**config.mk**
```make
export PLATFORM = sky130hd
export DESIGN_NAME = circuit_evaluator
export DESIGN_NICKNAME = d
export VERILOG_FILES = /design/src/rtl/circuit_eval_pkg.sv /design/src/rtl/circuit_evaluator_settle_timer.sv /design/src/rtl/circuit_evaluator.sv
export SDC_FILE = /design/constraint.sdc
export NUM_CORES = 1
export LEC_CHECK = 0
export BUFFER_PORTS_ARGS = -buffer_cell sky130_fd_sc_hd__clkbuf_2
export CAP_MARGIN = 40
export CORE_MARGIN = 8
export CORE_UTILIZATION = 43
export DETAILED_ROUTE_END_ITERATION = 16
export HOLD_SLACK_MARGIN = 0.1
export PLACE_DENSITY_LB_ADDON = 0.3
export SLEW_MARGIN = 20
export SYNTH_ARGS = -nofsm -noshare
export SYNTH_HDL_FRONTEND = slang
export SYNTH_HIERARCHICAL = 1
export SYNTH_SLANG_ARGS = --single-unit
```
**constraint.sdc**
```tcl
create_clock -name clk -period 3.3 [get_ports clk]
set_input_delay 0.66 -clock clk [delete_from_list [all_inputs] [get_ports clk]]
set_output_delay 0.66 -clock clk [all_outputs]
set_load 0.005 [all_outputs]
```
**src/rtl/circuit_eval_pkg.sv**
```systemverilog
// Shared types and sizing helpers for the circuit fitness evaluator.
package circuit_eval_pkg;

  localparam int MAX_N_IN = 5;

  typedef enum logic [1:0] {
    ST_IDLE,
    ST_DRIVE,
    ST_SAMPLE,
    ST_FINISH
  } eval_state_t;

  function automatic int fit_width(input int n_in, input int n_out);
    return $clog2((2 ** n_in) * n_out + 1);
  endfunction

endpackage

```
**src/rtl/circuit_evaluator_settle_timer.sv**
```systemverilog
// Loadable down-counter that times how long a vector is held before sampling.
module settle_timer #(
  parameter int SETTLE = 4,
  localparam int CW = (SETTLE < 1) ? 1 : $clog2(SETTLE + 1)
) (
  input  logic clk,
  input  logic reset,
  input  logic load,
  input  logic en,
  output logic expired
);

  logic [CW-1:0] r_cnt;

  always_ff @(posedge clk) begin
    if (reset) begin
      r_cnt <= '0;
    end else if (load) begin
      r_cnt <= CW'(SETTLE);
    end else if (en && (r_cnt != '0)) begin
      r_cnt <= r_cnt - 1'b1;
    end
  end

  // Flags the final hold cycle so the owner leaves on the same edge the count runs out.
  assign expired = (r_cnt <= CW'(1));

endmodule

```
**src/rtl/circuit_evaluator.sv**
```systemverilog
// Sweeps all input vectors onto the evolved array and counts output bits matching a target table.
// Optional CIRCUIT_EVAL_STABILITY_CHECK_EN adds a double sample per vector and an oscillation counter.
module circuit_evaluator
  import circuit_eval_pkg::*;
#(
  parameter int N_IN   = 4,
  parameter int N_OUT  = 1,
  parameter int SETTLE = 4,
  localparam int N_VEC = 2 ** N_IN,
  localparam int FIT_W = fit_width(N_IN, N_OUT)
) (
  input  logic                   clk,
  input  logic                   reset,
  input  logic                   start,
  input  logic                   abort,
  input  logic [N_VEC*N_OUT-1:0] target,
  output logic [N_IN-1:0]        circ_in,
  input  logic [N_OUT-1:0]       circ_out,
  output logic                   busy,
  output logic                   done,
  output logic [FIT_W-1:0]       fitness
`ifdef CIRCUIT_EVAL_STABILITY_CHECK_EN
  ,
  output logic [N_IN:0]          osc_count
`endif
);

  localparam int MAX_FIT = N_VEC * N_OUT;

  eval_state_t              r_state;
  logic [N_VEC*N_OUT-1:0]   r_target;
  logic [N_IN-1:0]          r_vec;
  logic                     r_busy;
  logic                     r_done;
  logic [FIT_W-1:0]         r_fit;
  logic                     w_load;
  logic                     w_en;
  logic                     w_expired;
  logic                     w_last;
  logic                     w_sample_last;
  logic [N_OUT-1:0]         w_tslice;
  logic [N_OUT-1:0]         w_match;

  function automatic logic [FIT_W-1:0] popcount(input logic [N_OUT-1:0] b);
    logic [FIT_W-1:0] n;
    n = '0;
    for (int i = 0; i < N_OUT; i++) n = n + FIT_W'(b[i]);
    return n;
  endfunction

  function automatic logic [FIT_W-1:0] sat_add(input logic [FIT_W-1:0] a,
                                               input logic [FIT_W-1:0] b);
    logic [FIT_W:0] s;
    s = {1'b0, a} + {1'b0, b};
    if (s > (FIT_W + 1)'(MAX_FIT)) return FIT_W'(MAX_FIT);
    return s[FIT_W-1:0];
  endfunction

  always_comb begin
    w_tslice = '0;
    for (int v = 0; v < N_VEC; v++)
      if (r_vec == N_IN'(v)) w_tslice = r_target[v*N_OUT +: N_OUT];
  end

  assign w_last = (r_vec == N_IN'(N_VEC - 1));
  assign w_load = ((r_state == ST_IDLE) && start) || (r_state == ST_SAMPLE);
  assign w_en   = (r_state == ST_DRIVE);

  settle_timer #(.SETTLE(SETTLE)) u_settle (
    .clk     (clk),
    .reset   (reset),
    .load    (w_load),
    .en      (w_en),
    .expired (w_expired)
  );

`ifdef CIRCUIT_EVAL_STABILITY_CHECK_EN
  logic             r_phase;
  logic [N_OUT-1:0] r_cap;
  logic [N_IN:0]    r_osc;
  logic             w_osc;

  // Only bits that held still across both captures may score.
  assign w_match       = ~(circ_out ^ w_tslice) & ~(circ_out ^ r_cap);
  assign w_osc         = |(circ_out ^ r_cap);
  assign w_sample_last = r_phase;
  assign osc_count     = r_osc;

  always_ff @(posedge clk) begin
    if ((r_state == ST_SAMPLE) && !r_phase) r_cap <= circ_out;
  end
`else
  assign w_match       = ~(circ_out ^ w_tslice);
  assign w_sample_last = 1'b1;
`endif

  always_ff @(posedge clk) begin
    if ((r_state == ST_IDLE) && start) r_target <= target;
  end

  always_ff @(posedge clk) begin
    if (reset) begin
      r_state <= ST_IDLE;
      r_vec   <= '0;
      r_busy  <= 1'b0;
      r_done  <= 1'b0;
      r_fit   <= '0;
`ifdef CIRCUIT_EVAL_STABILITY_CHECK_EN
      r_phase <= 1'b0;
      r_osc   <= '0;
`endif
    end else begin
      r_done <= 1'b0;
      case (r_state)
        ST_IDLE: begin
          if (start) begin
            r_fit   <= '0;
            r_vec   <= '0;
            r_busy  <= 1'b1;
            r_state <= ST_DRIVE;
`ifdef CIRCUIT_EVAL_STABILITY_CHECK_EN
            r_phase <= 1'b0;
            r_osc   <= '0;
`endif
          end
        end
        ST_DRIVE: begin
          if (abort) begin
            r_state <= ST_IDLE;
            r_busy  <= 1'b0;
            r_fit   <= '0;
            r_vec   <= '0;
          end else if (w_expired) begin
            r_state <= ST_SAMPLE;
          end
        end
        ST_SAMPLE: begin
          // Abort outranks the accumulate landing in the same cycle.
          if (abort) begin
            r_state <= ST_IDLE;
            r_busy  <= 1'b0;
            r_fit   <= '0;
            r_vec   <= '0;
`ifdef CIRCUIT_EVAL_STABILITY_CHECK_EN
            r_phase <= 1'b0;
`endif
          end else if (!w_sample_last) begin
`ifdef CIRCUIT_EVAL_STABILITY_CHECK_EN
            r_phase <= 1'b1;
`endif
          end else begin
            r_fit <= sat_add(r_fit, popcount(w_match));
`ifdef CIRCUIT_EVAL_STABILITY_CHECK_EN
            r_phase <= 1'b0;
            if (w_osc) r_osc <= r_osc + 1'b1;
`endif
            if (w_last) begin
              r_state <= ST_FINISH;
              r_busy  <= 1'b0;
              r_done  <= 1'b1;
              r_vec   <= '0;
            end else begin
              r_vec   <= r_vec + 1'b1;
              r_state <= ST_DRIVE;
            end
          end
        end
        ST_FINISH: r_state <= ST_IDLE;
        default:   r_state <= ST_IDLE;
      endcase
    end
  end

  assign circ_in = r_vec;
  assign busy    = r_busy;
  assign done    = r_done;
  assign fitness = r_fit;

endmodule

```
Word level (Yosys, flattened, before mapping)
Index checks and enable logic that the tools add are counted.

Register bits: 32. Input bits: 21. Output and inout bits: 11. Logic and storage cells: 96.

$add $sub $neg: 3. Order comparisons: 2. Equality and inequality tests: 22. Mux-type cells: 45. Bitwise logic cells: 3. Reduce and logical (&&, ||, !) cells: 13.

Operators by type and width (number): 4-bit equality test, second input constant (8); 1-bit 2-to-1 mux (25); 5-bit 2-to-1 mux (5); 4-bit by 3-bit equality test with 1-bit output, second input constant (4); 4-bit 2-to-1 mux (4); 5-bit one-hot mux with 3 select lines (1); 4-bit one-hot mux with 3 select lines (1); 2-bit 2-to-1 mux (5); 4-bit by 2-bit equality test with 1-bit output, second input constant (2); 2-bit one-hot mux with 4 select lines (1); 5-bit by 1-bit adder with 6-bit output (1); 6-bit by 5-bit > comparator with 1-bit output, second input constant (1); 3-bit 2-to-1 mux (2); 3-bit inequality test, second input constant (2); 3-bit nonzero test (2); 4-bit by 1-bit adder with 4-bit output, second input constant (1); 2-bit equality test, second input constant (2); 4-bit by 1-bit equality test with 1-bit output, second input constant (1); 4-bit logical NOT (1); 2-bit inequality test, second input constant (2); 4-bit AND reduction (1); 3-bit by 1-bit less-or-equal comparator with 1-bit output, second input constant (1); 1-bit one-hot mux with 3 select lines (1); 3-bit AND reduction (1); 11 further kinds (13).

Longest topological paths before layout
Gate-level depths: netlist of run 1.

Word-level depth: 28. Depth in mapped cells: 15. Gate-level depth less buffers: 14.

Modules after synthesis
Netlist of run 1, hierarchy kept.

Modules (own cells, without submodules): circuit_evaluator (instances 1, cells each 151, area an instance 1554.0 µm², seq. area each 740.7 µm²); settle_timer (instances 1, cells each 21, area an instance 198.9 µm², seq. area each 60.1 µm²).

Least setup slack after synthesis of run 1
Ideal clock, no wire load.

Kind: register to register. Start point: register r_vec[1], in the netlist circ_in[1]. End point: register r_fit[2], in the netlist fitness[2]. Setup time: 74 ps. Arrival: 2704 ps. Required time: 3226 ps. Setup slack: 522 ps. Stages on the path, launching flop included: 16. Path buffers: 1. Period minus slack after synthesis: 2778 ps. Cells stage by stage: dfxtp_1 -> inv_1 -> ha_1 -> buf_6 -> nand3b_1 -> a21oi_1 -> a211oi_1 -> o32ai_1 -> xnor2_1 -> ha_1 -> ha_1 -> nand3_2 -> o21a_1 -> o2bb2ai_2 -> nand4b_1 -> a31oi_1.

Cells in the longest elaborated chain, start to end: 28. Elaborated cells on any way between the ends: 43. Classes of those cells: add/sub (1); order compare (1); eq/ne (15); mux (23); bitwise (2); reduce/logical (1).

Ends and longest elaborated chain: start: declaration (line circuit_evaluator.sv:32) `logic [N_IN-1:0] r_vec;`; start signal: assignment (line circuit_evaluator.sv:163) `r_vec <= r_vec + 1'b1;`; 4-bit logical NOT (line circuit_evaluator.sv:62) `if (r_vec == N_IN'(v)) w_tslice = r_target[v*N_OUT +: N_OUT];`; 1-bit 2-to-1 mux (15 in series) (line circuit_evaluator.sv:62); 1-bit 2-to-1 mux * (line circuit_evaluator.sv:62); 1-bit XOR * (line circuit_evaluator.sv:93) `assign w_match = ~(circ_out ^ w_tslice);`; 1-bit inverter * (line circuit_evaluator.sv:93); 5-bit by 1-bit adder with 6-bit output * (line circuit_evaluator.sv:54) `s = {1'b0, a} + {1'b0, b};`; 6-bit by 5-bit > comparator with 1-bit output (line circuit_evaluator.sv:55) `if (s > (FIT_W + 1)'(MAX_FIT)) return FIT_W'(MAX_FIT);`; 1-bit 2-to-1 mux (line circuit_evaluator.sv:55); 1-bit 2-to-1 mux (line circuit_evaluator.sv:139) `if (abort) begin`; 1-bit 2-to-1 mux (line circuit_evaluator.sv:114) `case (r_state)`; 1-bit 2-to-1 mux (line circuit_evaluator.sv:102) `if (reset) begin`; 5-bit 2-to-1 mux * (line circuit_evaluator.sv:56) `return s[FIT_W-1:0];`; 5-bit 2-to-1 mux * (line circuit_evaluator.sv:139); 5-bit one-hot mux with 3 select lines * (line circuit_evaluator.sv:114); end signal: assignment (line circuit_evaluator.sv:152) `r_fit <= sat_add(r_fit, popcount(w_match));`; end: declaration (line circuit_evaluator.sv:35) `logic [FIT_W-1:0] r_fit;`.

Mark *: on every way between the ends. The rest lies on a longest branch, timed or not. The select of a mux whose other input is x is not followed. A chain may end at the register's enable or synchronous reset.

Worst setup path after layout of run 1
Start point: register r_vec[0], in the netlist circ_in[0]. End point: register r_fit[2], in the netlist fitness[2].

The elaborated chain is that of the path after synthesis.

==> Flow_metrics.wiki, run 1 <==
{| class="wikitable"
! Metric !! Value
|-
| Sinks on Clock Net || 32
|-
| Register cell area after layout || ~800 um2
|-
| Number of buffers on the longest clock path || 2
|-
| Top-Level Pins || 32
|-
| Post_cts resized || 0
|-
| Non-Filler Instances || 256
|-
| Placed wire-length estimate after detailed placement || 2.58 mm
|-
| Most used cells in the layout excluding fill and tap cells || 31 x sky130_fd_sc_hd__clkbuf_2, 18 x sky130_fd_sc_hd__nor2_1, 16 x sky130_fd_sc_hd__edfxtp_1
|-
| Worst slew pin tran || ~0.77 ns
|-
| Avg WL per Cell || 13.9 um
|-
| Overall die area || 0.00638 mm2
|-
| Sequential share of power || 51.6%
|-
| Total setup violations reported at the end of the flow || 0
|-
| Critical path's largest stage delay || 0.42 ns
|-
| Number of nets in the finished design || 239
|-
| Cell Int Power || 0.646 mW
|-
| Net Sw Power || approximately 0.24 mW
|-
| DR vias/cell || between 5 and 6
|-
| Achievable clock frequency || 334 MHz
|-
| Worst R2R Setup Slack || about 0.31 ns
|-
| Ratio of cells with drive above 1 in the final layout || between 20% and 30%
|-
| CP Cell Sequence || inv_1, ha_1, nand3b_1, a21oi_1, a2111oi_2, o32ai_1, xnor2_1, ha_1, ha_2, nor2_1, a211oi_2, o2bb2ai_2, nand4b_1, a31oi_1
|-
| Fill count || roughly 380
|-
| Final GP Congestion || 0.820
|-
| Most common cell after layout, fill and taps aside || sky130_fd_sc_hd__clkbuf_2
|-
| Seq/Total Area, Yosys || 45.7%
|-
| Post-DRT Antenna Nets || 0
|-
| Average instance area after synthesis || around 10 um2
|-
| Leakage power of the design || 0.792 nW
|-
| First-pass iteration count of the detailed router || 4
|-
| Worst min path class || reg -> reg
|-
| Number of synthesized flops with an enable pin || 16
|-
| Total clock buffers created by CTS || 5
|-
| Final hold vios || 0
|-
| Destination of the worst register-to-register timing path || fitness[2]$_SDFFE_PP0P_
|-
| Flip-flop cell with the highest count after synthesis || sky130_fd_sc_hd__edfxtp_1
|-
| Vias post-DR || 1,382
|-
| Wire length reported by the detailed router || about 3.6 mm
|-
| Share of flip-flops with an asynchronous set or reset || 0%
|-
| Number of cells on the worst reg-to-reg path || 14
|-
| Signed area change from the synthesized netlist to the final layout || 16.4%
|-
| Element type at the critical path start || flip-flop
|-
| Switching portion of total power || between 20% and 30%
|-
| #FFs+latches synth || 32
|-
| Largest delay contributor family on the critical path || compound AO/OA/AOI/OAI gates
|-
| Number of port buffers || 31
|-
| Die Ht || 79.9 um
|-
| Initial Utilization || 44.1%
|-
| Startpoint of the worst setup timing path || circ_in[0]$_SDFFE_PP0P_
|-
| Starting DRC count in detailed routing || 55
|-
| Crit Path Category || reg -> reg
|-
| Buf+Inv Stages, Crit Path || 1
|-
| Post-route fraction of the period consumed by the critical path || 90.7%
|-
| H-tree lvl count || 2
|-
| Total count of max-transition violations in the final report || 0
|-
| Final sum of negative setup slack || 0 ns
|-
| Global-route wire length before repair || 6.03 mm
|-
| Total of warnings raised by yosys || 6
|-
| Critical Path Sink Type || flip-flop
|-
| Clock network fraction of design power || between 30% and 40%
|-
| Worst path most repeated cell || sky130_fd_sc_hd__ha_1
|-
| Critical Path RT || 3.47 ns
|-
| Initial antenna violation count || 0
|-
| Post CTS Setup Buffer Count || 0
|-
| Overall track demand over capacity in global routing || a little under an eighth
|-
| Worst Hold End || busy$_SDFFE_PP0P_
|-
| Critical path's slowest cell || sky130_fd_sc_hd__dfxtp_1
|-
| # placed instances || 248
|-
| Sum of internal, switching and leakage power || around 0.89 mW
|-
| Footprint of the multi-input gates || 878 um2
|-
| Post-placement cell area || 0.00193 mm2
|-
| Later-pin clock latency in the skew report || 0.29 ns
|-
| Area of the mapped netlist || 0.00175 mm2
|-
| Via count of the first global-routing pass || 1,325
|-
| Beginning of the worst hold path || busy$_SDFFE_PP0P_
|-
| Horiz. Die Dim || ~80 um
|-
| Part of the total power dissipated in combinational logic || a little over an eighth
|-
| Maximum vdd ir drop || 0.254 mV
|-
| Unrepaired setup endpoints after global routing || no
|-
| Post-synthesis cell count || 172
|-
| Number of cells traversed by the worst hold path || 2
|-
| Hold-fix buffers, CTS || 0
|-
| Maximum number of pins on one net before global-route repair || 18
|-
| Clock root buffer || sky130_fd_sc_hd__clkbuf_8
|-
| Clock Skew || 0.00379 ns
|-
| Synthesized net count || 206
|-
| Count of cell types in the netlist || 55
|-
| Clock edge transition at the registers on the reported setup and hold paths || 0.07 ns
|-
| N_diodes || 0
|-
| Remaining max-slew budget at the tightest pin || roughly 49%
|-
| Post-layout minimum cycle time || 2.99 ns
|-
| Cell Rows || 23
|-
| TritonCTS clock tree || built
|-
| Post-layout instance area || 0.00204 mm2
|-
| Critical path arrival || 3.16 ns
|-
| Pwr per Cell Area || 435 mW/mm2
|-
| Status || finished clean
|-
| Post-route DRC || 0
|-
| Worst reg2reg path startpoint || circ_in[0]$_SDFFE_PP0P_
|-
| Maximum net fanout on the critical path || 5
|-
| GRT overflow || 0
|-
| Area of the placeable core || 0.00397 mm2
|-
| Maximum capacitance violations || 0
|}
==> how the worst max path moves through the flow <==
stage	to	cells after the start	slack, ns
3_5_place_dp	fitness[2]$_SDFFE_PP0P_	14	0.16
5_1_grt	fitness[2]$_SDFFE_PP0P_	14	0.04
3_3_place_gp	fitness[2]$_SDFFE_PP0P_	14	0.23
4_1_cts	fitness[2]$_SDFFE_PP0P_	14	0.15
2_1_floorplan	fitness[2]$_SDFFE_PP0P_	15	0.52
6_report	fitness[2]$_SDFFE_PP0P_	14	0.31
==> logic make-up after synthesis <==
family | after synthesis | share of synthesized area, %
AOI/OAI and AO/OA | 44 | 17.7
xor gates and xnor gates | 2 | 0.999
adders and majority gates | 13 | 9.28
buffers and inverters | 17 | 4.92
DFF | 32 | 45.7
muxes | 2 | 1.14
and+or+nand+nor | 62 | 20.3
==> sequential cells by signal, summed over array words and instances (netlist names) <==
register and count:
u_settle/r_cnt 3, r_target 16, circ_in 4, busy 1
r_state 2, fitness 5, done 1
==> layout make-up <==
class	instances	area share (%)
clock buffer	5	3.37
multi-input combinational	123	43.0
timing repair buffer	32	7.97
tap	50	3.07
clock inverter	3	1.16
sequential	32	39.3
inverter	11	2.08
==> per-layer routing <==
metal | GRT usage [%] | vias up | part of all wire, %
met1 | 14.4 | 654 | 46
met4 | 5.45 | 0 | 1.9
li1 | - | 694 | -
met2 | 18.2 | 27 | 46
met5 | 0 | - | 0
met3 | 4.39 | 7 | 5.8
==> worst register-to-register path, delay by kind of cell, from the launching register on <==
kind / cells / cell delay [ns]
AND/OR/NAND/NOR: 3 / 0.27
adder cells (fa/ha/maj): 3 / 0.82
flip-flops: 1 / 0.42
AO/OA/AOI/OAI: 6 / 1.10
XOR/XNOR: 1 / 0.15
buffers and inverters: 1 / 0.13
==> per-stage QoR <==
stage               setup slack, ns  hold slack, ns  utilization (%)
global route                 0.0407           0.495             51.4
finish                        0.306           0.473             51.4
CTS                           0.152           0.474             51.0
global placement              0.233           0.458             48.7
detailed placement            0.164           0.461             48.7
floorplan                     0.522           0.465                -
==> synth_stat cells, types with 2 or more instances <==
| master | n | area share (%) |
|---|---|---|
| sky130_fd_sc_hd__nor2b_1 | 2 | 0.71 |
| sky130_fd_sc_hd__nor3_1 | 6 | 1.7 |
| sky130_fd_sc_hd__inv_1 | 10 | 2.1 |
| sky130_fd_sc_hd__nand3_2 | 2 | 1.1 |
| sky130_fd_sc_hd__a211oi_1 | 2 | 0.86 |
| sky130_fd_sc_hd__and2_1 | 2 | 0.71 |
| sky130_fd_sc_hd__nand3_1 | 2 | 0.57 |
| sky130_fd_sc_hd__nor2_1 | 18 | 3.9 |
| sky130_fd_sc_hd__dfxtp_1 | 16 | 18 |
| sky130_fd_sc_hd__a21oi_1 | 13 | 3.7 |
| sky130_fd_sc_hd__xnor2_1 | 2 | 1.0 |
| sky130_fd_sc_hd__buf_6 | 2 | 1.3 |
| sky130_fd_sc_hd__nand2_1 | 12 | 2.6 |
| sky130_fd_sc_hd__nand4b_1 | 2 | 1.0 |
| sky130_fd_sc_hd__buf_2 | 2 | 0.57 |
| sky130_fd_sc_hd__a22oi_1 | 2 | 0.86 |
| sky130_fd_sc_hd__mux2i_1 | 2 | 1.1 |
| sky130_fd_sc_hd__nand2b_1 | 2 | 0.71 |
| sky130_fd_sc_hd__edfxtp_1 | 16 | 27 |
| sky130_fd_sc_hd__nor4_1 | 2 | 0.71 |
| sky130_fd_sc_hd__a31oi_1 | 3 | 1.1 |
| sky130_fd_sc_hd__o21ai_0 | 6 | 1.7 |
| sky130_fd_sc_hd__ha_1 | 13 | 9.3 |
| sky130_fd_sc_hd__nand3b_1 | 2 | 0.86 |
==> power by group through the flow <==
stage | combinational, mW | sequential [mW] | clock [mW]
3_5_place_dp | 0.121 | 0.467 | 0
2_1_floorplan | 0.0884 | 0.464 | 0
6_report | 0.121 | 0.458 | 0.309
5_1_grt | 0.136 | 0.460 | 0.334
3_3_place_gp | 0.121 | 0.466 | 0
4_1_cts | 0.122 | 0.458 | 0.318
No activity file was read; power rests on OpenSTA's default activity.
==> run 2: changes to the inputs <==
- CORE_UTILIZATION: 43 -> 45
==> run 2 against run 1 <==
Fmax is 1.7% lower; first-iteration DRC count grew to 2.8 times the previous value; largest cell class unchanged; sequential power hardly changed; register-to-register slack worse by 0.05 ns; sequential share of layout area is 0.19 points higher; cell count is 1.2% lower; hold slack hardly changed; combinational power is 4% higher; via count is 1.3% higher; non-clock buffer count is 1 lower; count of clock-buffer cells in the layout stayed put; largest power group unchanged; clock skew is 0.0023 ns higher.
==> Flow_metrics.wiki, run 2 (synthesized netlist as in run 1, its figures left out) <==
{| class="wikitable"
! Metric !! Value
|-
| Register bank with the most flops || r_target
|-
| Sinks on Clock Net || 32 (unchanged)
|-
| Area of the placeable core || 0.00372 mm2 (-6.4%)
|-
| Vias post-DR || 1,400 (+1.3%)
|-
| Clock root buffer || sky130_fd_sc_hd__clkbuf_8
|-
| Cell Rows || 22 (-4.3%)
|-
| Worst min path class || reg -> reg
|-
| Part of the total power dissipated in combinational logic || 14.5% (+0.8 points)
|-
| Pwr per Cell Area || 429 mW/mm2 (-1.5%)
|-
| Final hold vios || 0 (unchanged)
|-
| Horiz. Die Dim || 78.4 um (-1.8%)
|-
| Maximum vdd ir drop || 0.231 mV (-9.1%)
|-
| First-pass iteration count of the detailed router || 4 (unchanged)
|-
| Overall die area || 0.00615 mm2 (-3.6%)
|-
| Most used cells in the layout excluding fill and tap cells || 31 x sky130_fd_sc_hd__clkbuf_2, 18 x sky130_fd_sc_hd__nor2_1, 16 x sky130_fd_sc_hd__edfxtp_1
|-
| Switching portion of total power || 26.4% (-0.92 points)
|-
| Starting DRC count in detailed routing || 153 (+180%)
|-
| Sequential share of power || 52.8% (+1.2 points)
|-
| Achievable clock frequency || 328 MHz (-1.7%)
|-
| Initial antenna violation count || 0 (unchanged)
|-
| Cell Int Power || 0.641 mW (-0.75%)
|-
| Hold slack || 0.473 ns (+0.0000620 ns)
|-
| Remaining max-slew budget at the tightest pin || 52.1% (+3.3 points)
|-
| Number of port buffers || 31 (unchanged)
|-
| Status || finished clean
|-
| Post-layout minimum cycle time || 3.05 ns (+0.0513 ns)
|-
| Final sum of negative setup slack || 0 ns (unchanged)
|-
| Total setup violations reported at the end of the flow || 0 (unchanged)
|-
| N_diodes || 0 (unchanged)
|-
| Maximum capacitance violations || 0 (unchanged)
|-
| Most common cell after layout, fill and taps aside || sky130_fd_sc_hd__clkbuf_2
|-
| Post-DRT Antenna Nets || 0 (unchanged)
|-
| Worst slew pin tran || 0.718 ns (-0.0500 ns)
|-
| Post_cts resized || 0 (unchanged)
|-
| Maximum number of pins on one net before global-route repair || 18 (unchanged)
|-
| Total clock buffers created by CTS || 5 (unchanged)
|-
| Final GP Congestion || 0.834 (+1.7%)
|-
| Maximum net fanout on the critical path || 6 (+1)
|-
| Net Sw Power || 0.230 mW (-5.3%)
|-
| Wire length reported by the detailed router || 3.80 mm (+6.8%)
|-
| Overall track demand over capacity in global routing || 12.3% (+0.39 points)
|-
| Hold-fix buffers, CTS || 0 (unchanged)
|-
| Die Ht || 78.4 um (-1.8%)
|-
| Top-Level Pins || 32 (unchanged)
|-
| Placed wire-length estimate after detailed placement || 2.75 mm (+6.3%)
|-
| Number of nets in the finished design || 238 (-0.42%)
|-
| Clock network fraction of design power || 32.8% (-2.0 points)
|-
| Critical Path RT || 3.51 ns (+0.04 ns)
|-
| Avg WL per Cell || 15.0 um (+8.1%)
|-
| Signed area change from the synthesized netlist to the final layout || 15.8%
|-
| Post-route DRC || 0 (unchanged)
|-
| Critical Path Sink Type || flip-flop
|-
| GRT overflow || 0 (unchanged)
|-
| Number of flip-flops in the largest register || 16 (unchanged)
|-
| Via count of the first global-routing pass || 1,343 (+1.4%)
|-
| Global-route wire length before repair || 6.06 mm (+0.46%)
|-
| TritonCTS clock tree || built
|-
| DR vias/cell || 5.53 (+2.5%)
|-
| Sum of internal, switching and leakage power || 0.870 mW (-2.0%)
|-
| Crit Path Category || reg -> reg
|-
| Post CTS Setup Buffer Count || 0 (unchanged)
|-
| Number of buffers on the longest clock path || 2 (unchanged)
|-
| Element type at the critical path start || flip-flop
|-
| Clock edge transition at the registers on the reported setup and hold paths || 0.07 ns (about the same)
|-
| Later-pin clock latency in the skew report || 0.28 ns (about the same)
|-
| Post-route fraction of the period consumed by the critical path || 92.3% (+1.6 points)
|-
| Leakage power of the design || 0.800 nW (+1.0%)
|-
| Fill count || 337 (-12%)
|-
| Ratio of cells with drive above 1 in the final layout || 28.8% (-0.35 points)
|-
| Initial Utilization || 47.2% (+3.0 points)
|-
| Critical path arrival || 3.25 ns (+0.09 ns)
|-
| H-tree lvl count || 2 (unchanged)
|-
| Clock Skew || 0.00609 ns (+0.00229 ns)
|-
| Total count of max-transition violations in the final report || 0 (unchanged)
|}
-- run 2: cell count changes in the layout (fill, tap and decap cells not counted), sizes merged --
| cell | delta |
|---|---|
| buf | -1 |
| clkinvlp | -2 |
| clkinv | +2 |
-- run 2: cell type report --
class                      count  area [um2]  area share [%]
multi-input combinational    123         888            43.7
sequential                    32         802            39.5
timing repair buffer          31         155            7.64
clock buffer                   5        68.8            3.39
tap                           48        60.1            2.96
inverter                      11        42.5            2.09
clock inverter                 3        13.8           0.678
-- run 2: power groups by stage --
stage          logic [mW]  clock network, mW  registers [mW]
4_1_cts             0.125              0.296           0.459
2_1_floorplan      0.0884                  0           0.464
6_report            0.126              0.285           0.459
5_1_grt             0.140              0.308           0.462
3_3_place_gp        0.117                  0           0.467
3_5_place_dp        0.123                  0           0.467
-- run 2: routing by layer --
layer,global-route usage (%),vias up,part of all wire [%]
met5,0,-,0
met4,5.00,0,0.97
met3,4.67,6,6.8
met2,20.9,48,51
met1,13.4,659,41
li1,-,687,-
-- run 2: stage by stage --
stage               cells  cell area, um2  setup WS, ns  utilization (%)
floorplan             172            1750         0.522                -
global placement      245            1920         0.350             51.8
detailed placement    245            1920         0.233             51.8
CTS                   253            2010         0.216             54.0
global route          253            2030       -0.0277             54.6
finish                253            2030         0.255             54.6
-- run 2: worst paths after layout --
kind                                 from                      end  slack (ns)  depth (start not counted)
hold reg to reg         busy$_SDFFE_PP0P_        busy$_SDFFE_PP0P_        0.47                          2
setup reg to reg  circ_in[1]$_SDFFE_PP0P_  fitness[2]$_SDFFE_PP0P_        0.25                         14
hold / removal          busy$_SDFFE_PP0P_        busy$_SDFFE_PP0P_        0.47                          2
setup / recovery  circ_in[1]$_SDFFE_PP0P_  fitness[2]$_SDFFE_PP0P_        0.25                         14
-- run 2: critical path, stage by stage, from the launching register on --
cell	delay [ns]
sky130_fd_sc_hd__dfxtp_1	0.41
sky130_fd_sc_hd__inv_1	0.12
sky130_fd_sc_hd__ha_1	0.27
sky130_fd_sc_hd__a211oi_2	0.24
sky130_fd_sc_hd__o21ai_0	0.10
sky130_fd_sc_hd__a211oi_1	0.23
sky130_fd_sc_hd__o32ai_2	0.15
sky130_fd_sc_hd__xnor2_1	0.17
sky130_fd_sc_hd__ha_1	0.18
sky130_fd_sc_hd__ha_1	0.23
sky130_fd_sc_hd__nand3_2	0.13
sky130_fd_sc_hd__o21a_1	0.25
sky130_fd_sc_hd__o2bb2ai_2	0.20
sky130_fd_sc_hd__nand4b_1	0.12
sky130_fd_sc_hd__a31oi_1	0.17
